`src/rtl/wb_ram_bus_mux_n.sv`:
```
// N-way Wishbone classic decoder with per-transaction timeout,
// fixed error read data and sticky first-error address capture.
module wb_ram_bus_mux_n #(
  parameter int unsigned N_SLV = 2,
  parameter logic [32*N_SLV-1:0] SLV_BASE = {32'h3000_0400, 32'h3000_0000},
  parameter logic [32*N_SLV-1:0] SLV_MASK = {32'hFFFF_FC00, 32'hFFFF_FC00},
  parameter int unsigned TIMEOUT_CYCLES = 255,
  parameter logic [31:0] ERR_DATA = 32'hDEAD_BEEF
) (
  input  logic                 wb_clk_i,
  input  logic                 wb_rst_n_i,
  input  logic                 wbs_ufp_stb_i,
  input  logic                 wbs_ufp_cyc_i,
  input  logic                 wbs_ufp_we_i,
  input  logic [3:0]           wbs_ufp_sel_i,
  input  logic [31:0]          wbs_ufp_adr_i,
  input  logic [31:0]          wbs_ufp_dat_i,
  output logic                 wbs_ufp_ack_o,
  output logic [31:0]          wbs_ufp_dat_o,
  output logic [N_SLV-1:0]     wbs_dfp_stb_o,
  output logic [N_SLV-1:0]     wbs_dfp_cyc_o,
  output logic                 wbs_dfp_we_o,
  output logic [3:0]           wbs_dfp_sel_o,
  output logic [31:0]          wbs_dfp_adr_o,
  output logic [31:0]          wbs_dfp_dat_o,
  input  logic [N_SLV-1:0]     wbs_dfp_ack_i,
  input  logic [32*N_SLV-1:0]  wbs_dfp_dat_i,
  output logic                 err_o,
  output logic [31:0]          err_adr_o,
  input  logic                 err_clr_i
);

  localparam int IW = (N_SLV > 1) ? $clog2(N_SLV) : 1;

  typedef enum logic [1:0] {IDLE, BUSY, RESP} state_e;

  state_e          state_q, state_d;
  logic [IW-1:0]   idx_q, idx_d;
  logic [N_SLV-1:0] stb_q, stb_d;
  logic            we_q, we_d;
  logic [3:0]      sel_q, sel_d;
  logic [31:0]     adr_q, adr_d;
  logic [31:0]     dat_q, dat_d;
  logic [31:0]     rdat_q, rdat_d;
  logic [15:0]     cnt_q, cnt_d;
  logic            err_q, err_d;
  logic [31:0]     err_adr_q, err_adr_d;

  logic            hit;
  logic [IW-1:0]   hit_idx;
  logic            err_evt;
  logic [31:0]     err_evt_adr;
  logic            req;

  assign req = wbs_ufp_cyc_i & wbs_ufp_stb_i;

  // Scan downward so the lowest matching slot wins.
  always_comb begin
    hit     = 1'b0;
    hit_idx = '0;
    for (int i = N_SLV - 1; i >= 0; i--) begin
      if ((wbs_ufp_adr_i & SLV_MASK[32*i +: 32]) ==
          (SLV_BASE[32*i +: 32] & SLV_MASK[32*i +: 32])) begin
        hit     = 1'b1;
        hit_idx = IW'(i);
      end
    end
  end

  always_comb begin
    state_d     = state_q;
    idx_d       = idx_q;
    stb_d       = stb_q;
    we_d        = we_q;
    sel_d       = sel_q;
    adr_d       = adr_q;
    dat_d       = dat_q;
    rdat_d      = rdat_q;
    cnt_d       = cnt_q;
    err_evt     = 1'b0;
    err_evt_adr = adr_q;
    unique case (state_q)
      IDLE: begin
        if (req) begin
          adr_d = wbs_ufp_adr_i;
          dat_d = wbs_ufp_dat_i;
          sel_d = wbs_ufp_sel_i;
          we_d  = wbs_ufp_we_i;
          idx_d = hit_idx;
          cnt_d = '0;
          if (hit) begin
            state_d = BUSY;
            stb_d   = N_SLV'(1) << hit_idx;
          end else begin
            state_d     = RESP;
            rdat_d      = ERR_DATA;
            err_evt     = 1'b1;
            err_evt_adr = wbs_ufp_adr_i;
          end
        end
      end
      BUSY: begin
        if (!wbs_ufp_cyc_i) begin
          stb_d   = '0;
          state_d = IDLE;
        end else if (wbs_dfp_ack_i[idx_q]) begin
          stb_d   = '0;
          rdat_d  = wbs_dfp_dat_i[32*idx_q +: 32];
          state_d = RESP;
        end else begin
          cnt_d = cnt_q + 16'd1;
          if (cnt_d == 16'(TIMEOUT_CYCLES)) begin
            stb_d   = '0;
            rdat_d  = ERR_DATA;
            err_evt = 1'b1;
            state_d = RESP;
          end
        end
      end
      RESP: state_d = IDLE;
      default: state_d = IDLE;
    endcase
  end

  // A new error beats a coincident clear and re-arms the capture.
  always_comb begin
    err_d     = err_q;
    err_adr_d = err_adr_q;
    if (err_evt) begin
      err_d = 1'b1;
      if (!err_q || err_clr_i) err_adr_d = err_evt_adr;
    end else if (err_clr_i) begin
      err_d     = 1'b0;
      err_adr_d = '0;
    end
  end

  always_ff @(posedge wb_clk_i or negedge wb_rst_n_i) begin
    if (!wb_rst_n_i) begin
      state_q   <= IDLE;
      idx_q     <= '0;
      stb_q     <= '0;
      we_q      <= 1'b0;
      sel_q     <= '0;
      adr_q     <= '0;
      dat_q     <= '0;
      rdat_q    <= '0;
      cnt_q     <= '0;
      err_q     <= 1'b0;
      err_adr_q <= '0;
    end else begin
      state_q   <= state_d;
      idx_q     <= idx_d;
      stb_q     <= stb_d;
      we_q      <= we_d;
      sel_q     <= sel_d;
      adr_q     <= adr_d;
      dat_q     <= dat_d;
      rdat_q    <= rdat_d;
      cnt_q     <= cnt_d;
      err_q     <= err_d;
      err_adr_q <= err_adr_d;
    end
  end

  assign wbs_ufp_ack_o = (state_q == RESP);
  assign wbs_ufp_dat_o = rdat_q;
  assign wbs_dfp_stb_o = stb_q;
  assign wbs_dfp_cyc_o = stb_q;
  assign wbs_dfp_we_o  = we_q;
  assign wbs_dfp_sel_o = sel_q;
  assign wbs_dfp_adr_o = adr_q;
  assign wbs_dfp_dat_o = dat_q;
  assign err_o         = err_q;
  assign err_adr_o     = err_adr_q;

endmodule
```
`config.mk`:
```
export PLATFORM = sky130hd
export DESIGN_NAME = wb_ram_bus_mux_n
export DESIGN_NICKNAME = d
export VERILOG_FILES = /design/src/rtl/wb_ram_bus_mux_n.sv
export SDC_FILE = /design/constraint.sdc
export NUM_CORES = 1
export LEC_CHECK = 0
export CORE_ASPECT_RATIO = 0.9
export CORE_UTILIZATION = 42
export CTS_BUF_LIST = sky130_fd_sc_hd__clkbuf_8
export CTS_CLUSTER_DIAMETER = 80
export DETAILED_ROUTE_END_ITERATION = 8
export PLACE_DENSITY = 0.9
export SYNTH_ARGS = -nofsm -noshare
export SYNTH_HDL_FRONTEND = slang
export SYNTH_SLANG_ARGS = --single-unit
```
`constraint.sdc`:
```
create_clock -name wb_clk_i -period 2.4 [get_ports wb_clk_i]
set_input_delay 0.48 -clock wb_clk_i [delete_from_list [all_inputs] [get_ports wb_clk_i]]
set_output_delay 0.48 -clock wb_clk_i [all_outputs]
set_load 0.02 [all_outputs]
```
# After elaboration in Yosys (flattened, before gate mapping)
# Index checks and enable logic that the tools add are counted.
# W data, S select, Z words.
# op_classes
n_shift	2
magnitude_cmp	1
n_addsub	1
reduce_logical	11
n_mux	41
bitwise_logic	1
eq_ne	13
# op_table
operator	count
$mux W32	11
$pmux W32 S2	1
$shiftx A64 B7 Y32	1
$mux W16	3
$eq A22 B20 Y1 const B	2
$pmux W16 S2	1
$mux W2	10
$add A16 B1 Y16 const B	1
$eq A16 B8 Y1 const B	1
$mux W1	12
$ne A2 B2 Y1 const B	5
$pmux W2 S2	2
$reduce_and A4 Y1	2
$reduce_and A2 Y1	3
$reduce_and A5 Y1	1
$ne A4 B4 Y1 const B	1
$reduce_bool A2 Y1	2
$ne A3 B3 Y1 const B	1
$eq A2 B1 Y1 const B	1
$eq A2 B2 Y1 const B	1
$logic_not A2 Y1	1
$lt A1 B2 Y1 const B	1
$ne A2 B1 Y1 const B	1
$pmux W1 S2	1
4 further kinds	4
# totals
wordCells	81
output_inout_bits	139
input_bits	140
ff_bits	155

# Longest topological paths before layout
# Gate-level depths: netlist of run 1.
# depth
word_depth	8
depth_mapped	8
mapped_depth_nobuf	7

# Worst setup path before layout of run 1
# No wires, ideal clock.
# synth_path
path_kind	register to register
startpoint	reg cnt_q[0]
endpoint	reg err_adr_q[5] (netlist: err_adr_o[5])
path_slack_ps	34
t_arrival_ps	2270
period_less_slack_ps	2366
setup_ps	97
required_ps	2303
path_buffers	1
stages_incl_launch_ff	9
path_cell_list	dfrtp_1 > ha_1 > nand3_4 > nor4_4 > nand3_2 > a2111oi_4 > a21oi_2 > buf_6 > o32ai_4
# synth_via
elab_chain_len	8
elab_cells_between_ends	10
cone_classes	1 x add/sub; 2 x eq/ne; 5 x mux; 2 x reduce/logical
# synth_lines
item	line	text
start: declaration	45	logic [15:0] cnt_q, cnt_d;
start signal: assignment	160	cnt_q <= cnt_d;
$add A16 B1 Y16 *	111	cnt_d = cnt_q + 16'd1;
$eq A16 B8 Y1 *	112	if (cnt_d == 16'(TIMEOUT_CYCLES)) begin
$mux W1 *	112	
$mux W1 *	106	end else if (wbs_dfp_ack_i[idx_q]) begin
$mux W1 *	103	if (!wbs_ufp_cyc_i) begin
$pmux W1 S2 *	82	unique case (state_q)
$ne A2 B1 Y1 (no line) / $reduce_bool A2 Y1 (equally long branches)	-	
$reduce_and A2 Y1 (no line)	-	
end signal: assignment	162	err_adr_q <= err_adr_d;
end: declaration	47	logic [31:0] err_adr_q, err_adr_d;
# Every way passes the cells marked *; elsewhere a longest branch is shown, timed or not.
# A chain may end at the register's enable or synchronous reset.

# Worst setup path after layout of run 1
# layout_path
startpoint	in wbs_ufp_adr_i[27]
endpoint	reg err_adr_q[31] (netlist: err_adr_o[31])
# layout_via
elab_chain_len	8
elab_cells_between_ends	15
cone_classes	3 x eq/ne; 10 x mux; 2 x reduce/logical
# layout_lines
item	line	text
start: declaration	16	input logic [31:0] wbs_ufp_adr_i,
$eq A22 B20 Y1	62	if ((wbs_ufp_adr_i & SLV_MASK[32*i +: 32]) ==
$mux W1	62	
$mux W1 *	62	
$mux W1 / $mux W32 (equally long branches)	91	if (hit) begin
$mux W1 / $mux W32 (equally long branches)	84	if (req) begin
$pmux W1 S2 / $mux W32 (equally long branches)	82	
$ne A2 B1 Y1 (no line), or another cell as far along	-	
$reduce_and A2 Y1 (no line) / $mux W32 (equally long branches)	-	
# Every way passes the cells marked *; elsewhere a longest branch is shown, timed or not. The select of a mux whose other input is x is not followed.

==> results of run 1 <==
==> worst max-delay path by stage <==
stage | from | end | depth (start not counted)
finish | wbs_ufp_adr_i[27] | err_adr_o[31] | 10
global route | wbs_ufp_adr_i[27] | err_adr_o[31] | 10
CTS | wbs_ufp_adr_i[24] | err_adr_o[7] | 9
detailed placement | wbs_ufp_adr_i[24] | err_adr_o[30] | 9
global placement | wbs_ufp_adr_i[24] | err_adr_o[31] | 9
floorplan | cnt_q[0] | err_adr_o[5] | 8
==> registers in the layout, summed over array words and instances (netlist names), 2 cells and up <==
name,cells
wbs_dfp_adr_o,32
wbs_dfp_sel_o,4
wbs_ufp_dat_o,32
wbs_dfp_cyc_o,2
cnt_q,16
state_q,2
err_adr_o,32
wbs_dfp_dat_o,32
==> where the power goes <==
| group | total (mW) | leakage (nW) | switching [mW] | internal [mW] |
|---|---|---|---|---|
| registers | 3.01 | 1.91 | 0.172 | 2.84 |
| logic | 1.81 | 2.99 | 0.916 | 0.895 |
| clock network | 1.97 | 0.194 | 1.05 | 0.923 |
| total | 6.79 | 5.10 | 2.14 | 4.65 |
==> logic make-up after synthesis <==
logic type	Yosys count
AO/OA/AOI/OAI	176
XOR/XNOR	1
adder cells (fa/ha/maj)	2
buffers and inverters	99
flip-flops	155
multiplexers	53
AND/OR/NAND/NOR	305
==> tightest hold or removal path: stages (launching register included) <==
cell     delay, ns
dfrtp_1       0.35
nand2_1       0.05
nand2_1       0.05
==> synth_stat cells, drive strengths merged (2+ instances only) <==
| library cell | n |
|---|---|
| nand2 | 217 |
| dfrtp | 155 |
| inv | 43 |
| nor2 | 37 |
| clkbuf | 36 |
| o22ai | 32 |
| o32ai | 32 |
| a21oi | 30 |
| o21ai | 30 |
| mux2i | 28 |
| mux2 | 25 |
| buf | 20 |
| nand3 | 10 |
| a22oi | 9 |
| a31o | 8 |
| and3 | 7 |
| nor4 | 7 |
| a21boi | 6 |
| a31oi | 6 |
| nand4 | 5 |
| nor2b | 5 |
| a22o | 4 |
| nor3 | 4 |
| o31ai | 4 |
| a211oi | 3 |
| nand2b | 3 |
| or3 | 3 |
| a32oi | 2 |
| and2 | 2 |
| and4 | 2 |
| ha | 2 |
| o41ai | 2 |
==> layer usage <==
metal,up-vias,part of all wire (%),track usage [%],routed length [µm]
met5,-,0,0,0
met4,0,4.2,10.8,1110
met3,82,7.6,7.16,1980
met2,435,50,45.3,13000
met1,3602,38,32.0,10000
li1,3396,-,-,-
==> metrics by stage <==
| stage | hold slack [ns] | cell area (µm²) | power (mW) |
|---|---|---|---|
| 6_report | 0.480 | 12000 | 6.79 |
| 5_1_grt | 0.507 | 12000 | 7.06 |
| 4_1_cts | 0.483 | 11700 | 6.72 |
| 3_5_place_dp | 0.440 | 11200 | 4.73 |
| 3_3_place_gp | 0.435 | 11200 | 4.68 |
| 2_1_floorplan | 0.184 | 7690 | 3.74 |
==> cell type report <==
| type | instances | area [µm²] |
|---|---|---|
| Inverter | 43 | 161 |
| Fill cell | 1215 | 5740 |
| Tap cell | 240 | 300 |
| Clock inverter | 15 | 146 |
| Sequential cell | 155 | 3880 |
| Multi-Input combinational cell | 537 | 3700 |
| Timing Repair Buffer | 362 | 3620 |
| Clock buffer | 17 | 234 |
| Antenna cell | 1 | 2.50 |
==> timing repair <==
| item | in CTS | in global routing |
|---|---|---|
| pin swaps | 9 | 44 |
| resized for setup | 10 | 44 |
| endpoints found under the hold margin | 40 | 0 |
| endpoints found under the setup margin | 43 | 47 |
| hold buffers | 1 | 0 |
| buffers inserted | 3 | 5 |
| cloned | 1 | 2 |
==> results list, run 1 <==
- In this run the clock root is driven by a clkbuf_8.
* R2R Path Start: cnt_q[1]
- Share of Yosys cell area claimed by the top area cell type: 50.5%
- Of the total synthesized cell area, the portion taken by AND, OR, NAND and NOR gates is 17.1%.
- In this design, the stage delay of the slowest critical-path cell is 0.45 ns.
* Final Hold Viols: 0
- After detailed routing, the average wire length per cell comes to 19.1 µm.
- Reg2reg path depth: 8
- Entering global routing, the biggest net connects 68 pins.
- After detailed routing, the number of remaining DRC violations is 0.
- Setup violations remaining at the end of the flow were counted as 7.
* Post-route ant nets: 0
* Clk sinks: 155
* Register-to-register path setup slack: 0 ns
- Measured along the x axis, the die boundary spans 145 µm.
- Post-synthesis instance area: 7690 µm²
- The checks that failed: setup timing.
- Counting every net in the synthesized netlist gives 933.
* Clock Skews: 0.0145 ns
- For this run, the share of the core covered by cells in the final layout is 67.7%.
* Commonest cells after routing, fill and taps aside: clkdlybuf4s50_1, nand2_1, dfrtp_1
- STA puts the critical path data arrival time at 2.78 ns.
- STA puts the critical path data required time at 2.75 ns.
- Synth Area in Adders: 0.326%
* Worst Hold Path Cells: 2
* CTS clk-pin slew, worst paths: 0.08 ns
- Including well taps, the total number of placed cells is 1,325.
- TritonCTS built the clock tree.
- First-pass GRT wire length: 38,000 µm
- Clock latency on the worst-skew pair, taken at its later pin, is 0.46 ns.
* Post-synthesis mux area share: 7.47%
* Layout cells sized above 1: 19.0%
- Startpoint Class: input port
- Maximum count of clock buffers along a single path: 2
* Min Tclk post-route: 2.42 ns
* RSZ-0062 raised after global routing: yes
- # nets final: 1,258
- The library cell used most frequently in the layout, excluding fill and tap cells, is clkdlybuf4s50_1.
- Across the run, the number of max-cap violations was 0.
- OpenSTA, run right after detailed placement, puts the worst setup slack at -0.432 ns.
- In this run the core area contains 46 standard-cell rows.
* Vias post-DR: 7,515
- EDFF count, synth: 0
- The clock tree synthesis step divided the H-tree into 4 levels.
- Among the stages of the critical path, the cell type that occurs most often is buf_4.
* FF+latch count, synth: 155
- Static leakage: 5.10 nW
- Across the VDD grid, the largest voltage drop is 0.437 mV.
- Buffer and inverter count on the worst path: 4
* Maximum net fanout on the critical path: 10
* Run status: finished with violations
* Number of buffers created by CTS: 17
- The slowest stage of the critical path belongs to the cell clkdlybuf4s50_1.
- Sum of routed wire length over all layers: 26,100 µm
- Series of cell instances along the critical path: clkdlybuf4s50_1, nor4_2, nand4b_1, buf_4, nor4_4, buf_4, nor3_1, a311o_2, clkbuf_16, o32ai_2
- In this design, the largest share of critical-path delay is due to buffers and inverters.
- Die area: 18,800 µm²
* Dominant combinational cell family by area after synthesis: compound AO/OA/AOI/OAI gates
* Kind of path behind the tightest hold check: reg -> reg
- Initial antenna violation count: 1
* Count of pins over their slew limit: 0
- Summed over all failing endpoints, the final setup total negative slack is -0.0658 ns.
- Summing the areas of all compound-gate instances in the mapped netlist gives 18.9% of the synthesized area.
- The setup path with the least slack is of type in -> reg.
- Total of buffers placed on input and output ports: 278
- Actual transition at the worst max-transition pin: 0.489 ns
* Share of the synthesized netlist area taken by xor and xnor gates: 0.114%
* Share of synthesized flip-flops with an asynchronous set or reset: 100%
* Worst reg2reg endpoint: err_adr_o[12]
- Sorting the synthesized cells by area gives the leading types as dfrtp_1, nand2_1, o32ai_2, mux2_2, mux2i_1.
* RD Place Congestion: 0.853
- 279 I/O pins were placed.
* Most used flip-flop cell after synthesis: dfrtp_1
* Dominant cell type by area after synthesis: dfrtp_1
- The number of global-route vias before repair came to 7,303.
* Yosys synthesis warning count: 0
- Element type at the critical path end: flop
- Counting distinct cell types in the post-synthesis netlist gives 56.
* Vias per std cell: 5.49
- Hold Path Sink: wbs_dfp_dat_o[21]
- Part of the cycle the worst path needs: 101%
- From synthesis to final layout, the design area changed by 56.7%.
* Total power density per cell area: 564 nW/µm²
- Global Route Usage Sum: 26.6%
- Initial core utilization: 43.2%
- Final setup margin: -0.0247 ns
* Leftover overflow at the end of global routing: 0
- Fraction of the yosys area taken by sequential cells: 50.5%
- Instance count of the mapped netlist: 791
- The die is 130 µm tall.
- Achievable Freq: 0.412 GHz
- Estimated wirelength of the detail-placed design: 17,700 µm
- Initial DRT Pass Iterations: 8
- The count of cells in the finished layout, fillers not included, comes to 1,370.
* Worst Min Path Start: wbs_dfp_dat_o[21]
* Placeable core region: 17,800 µm²
- The worst pin sits at a relative slew slack of 67.4%.
- Starting DRT DRC Count: 425
* Average size of a mapped cell: 9.72 µm²
(Power assumes the default switching activity.)
==> run 2: changes to the inputs <==
--- a/config.mk
+++ b/config.mk
@@ -5,6 +5,7 @@
 export SDC_FILE = /design/constraint.sdc
 export NUM_CORES = 1
 export LEC_CHECK = 0
+export ABC_CLOCK_PERIOD_IN_PS = 2400
 export CORE_ASPECT_RATIO = 0.9
 export CORE_UTILIZATION = 42
 export CTS_BUF_LIST = sky130_fd_sc_hd__clkbuf_8
==> results of run 2 <==
Same layout as run 1: the final DEF is identical, and so are final timing and power.
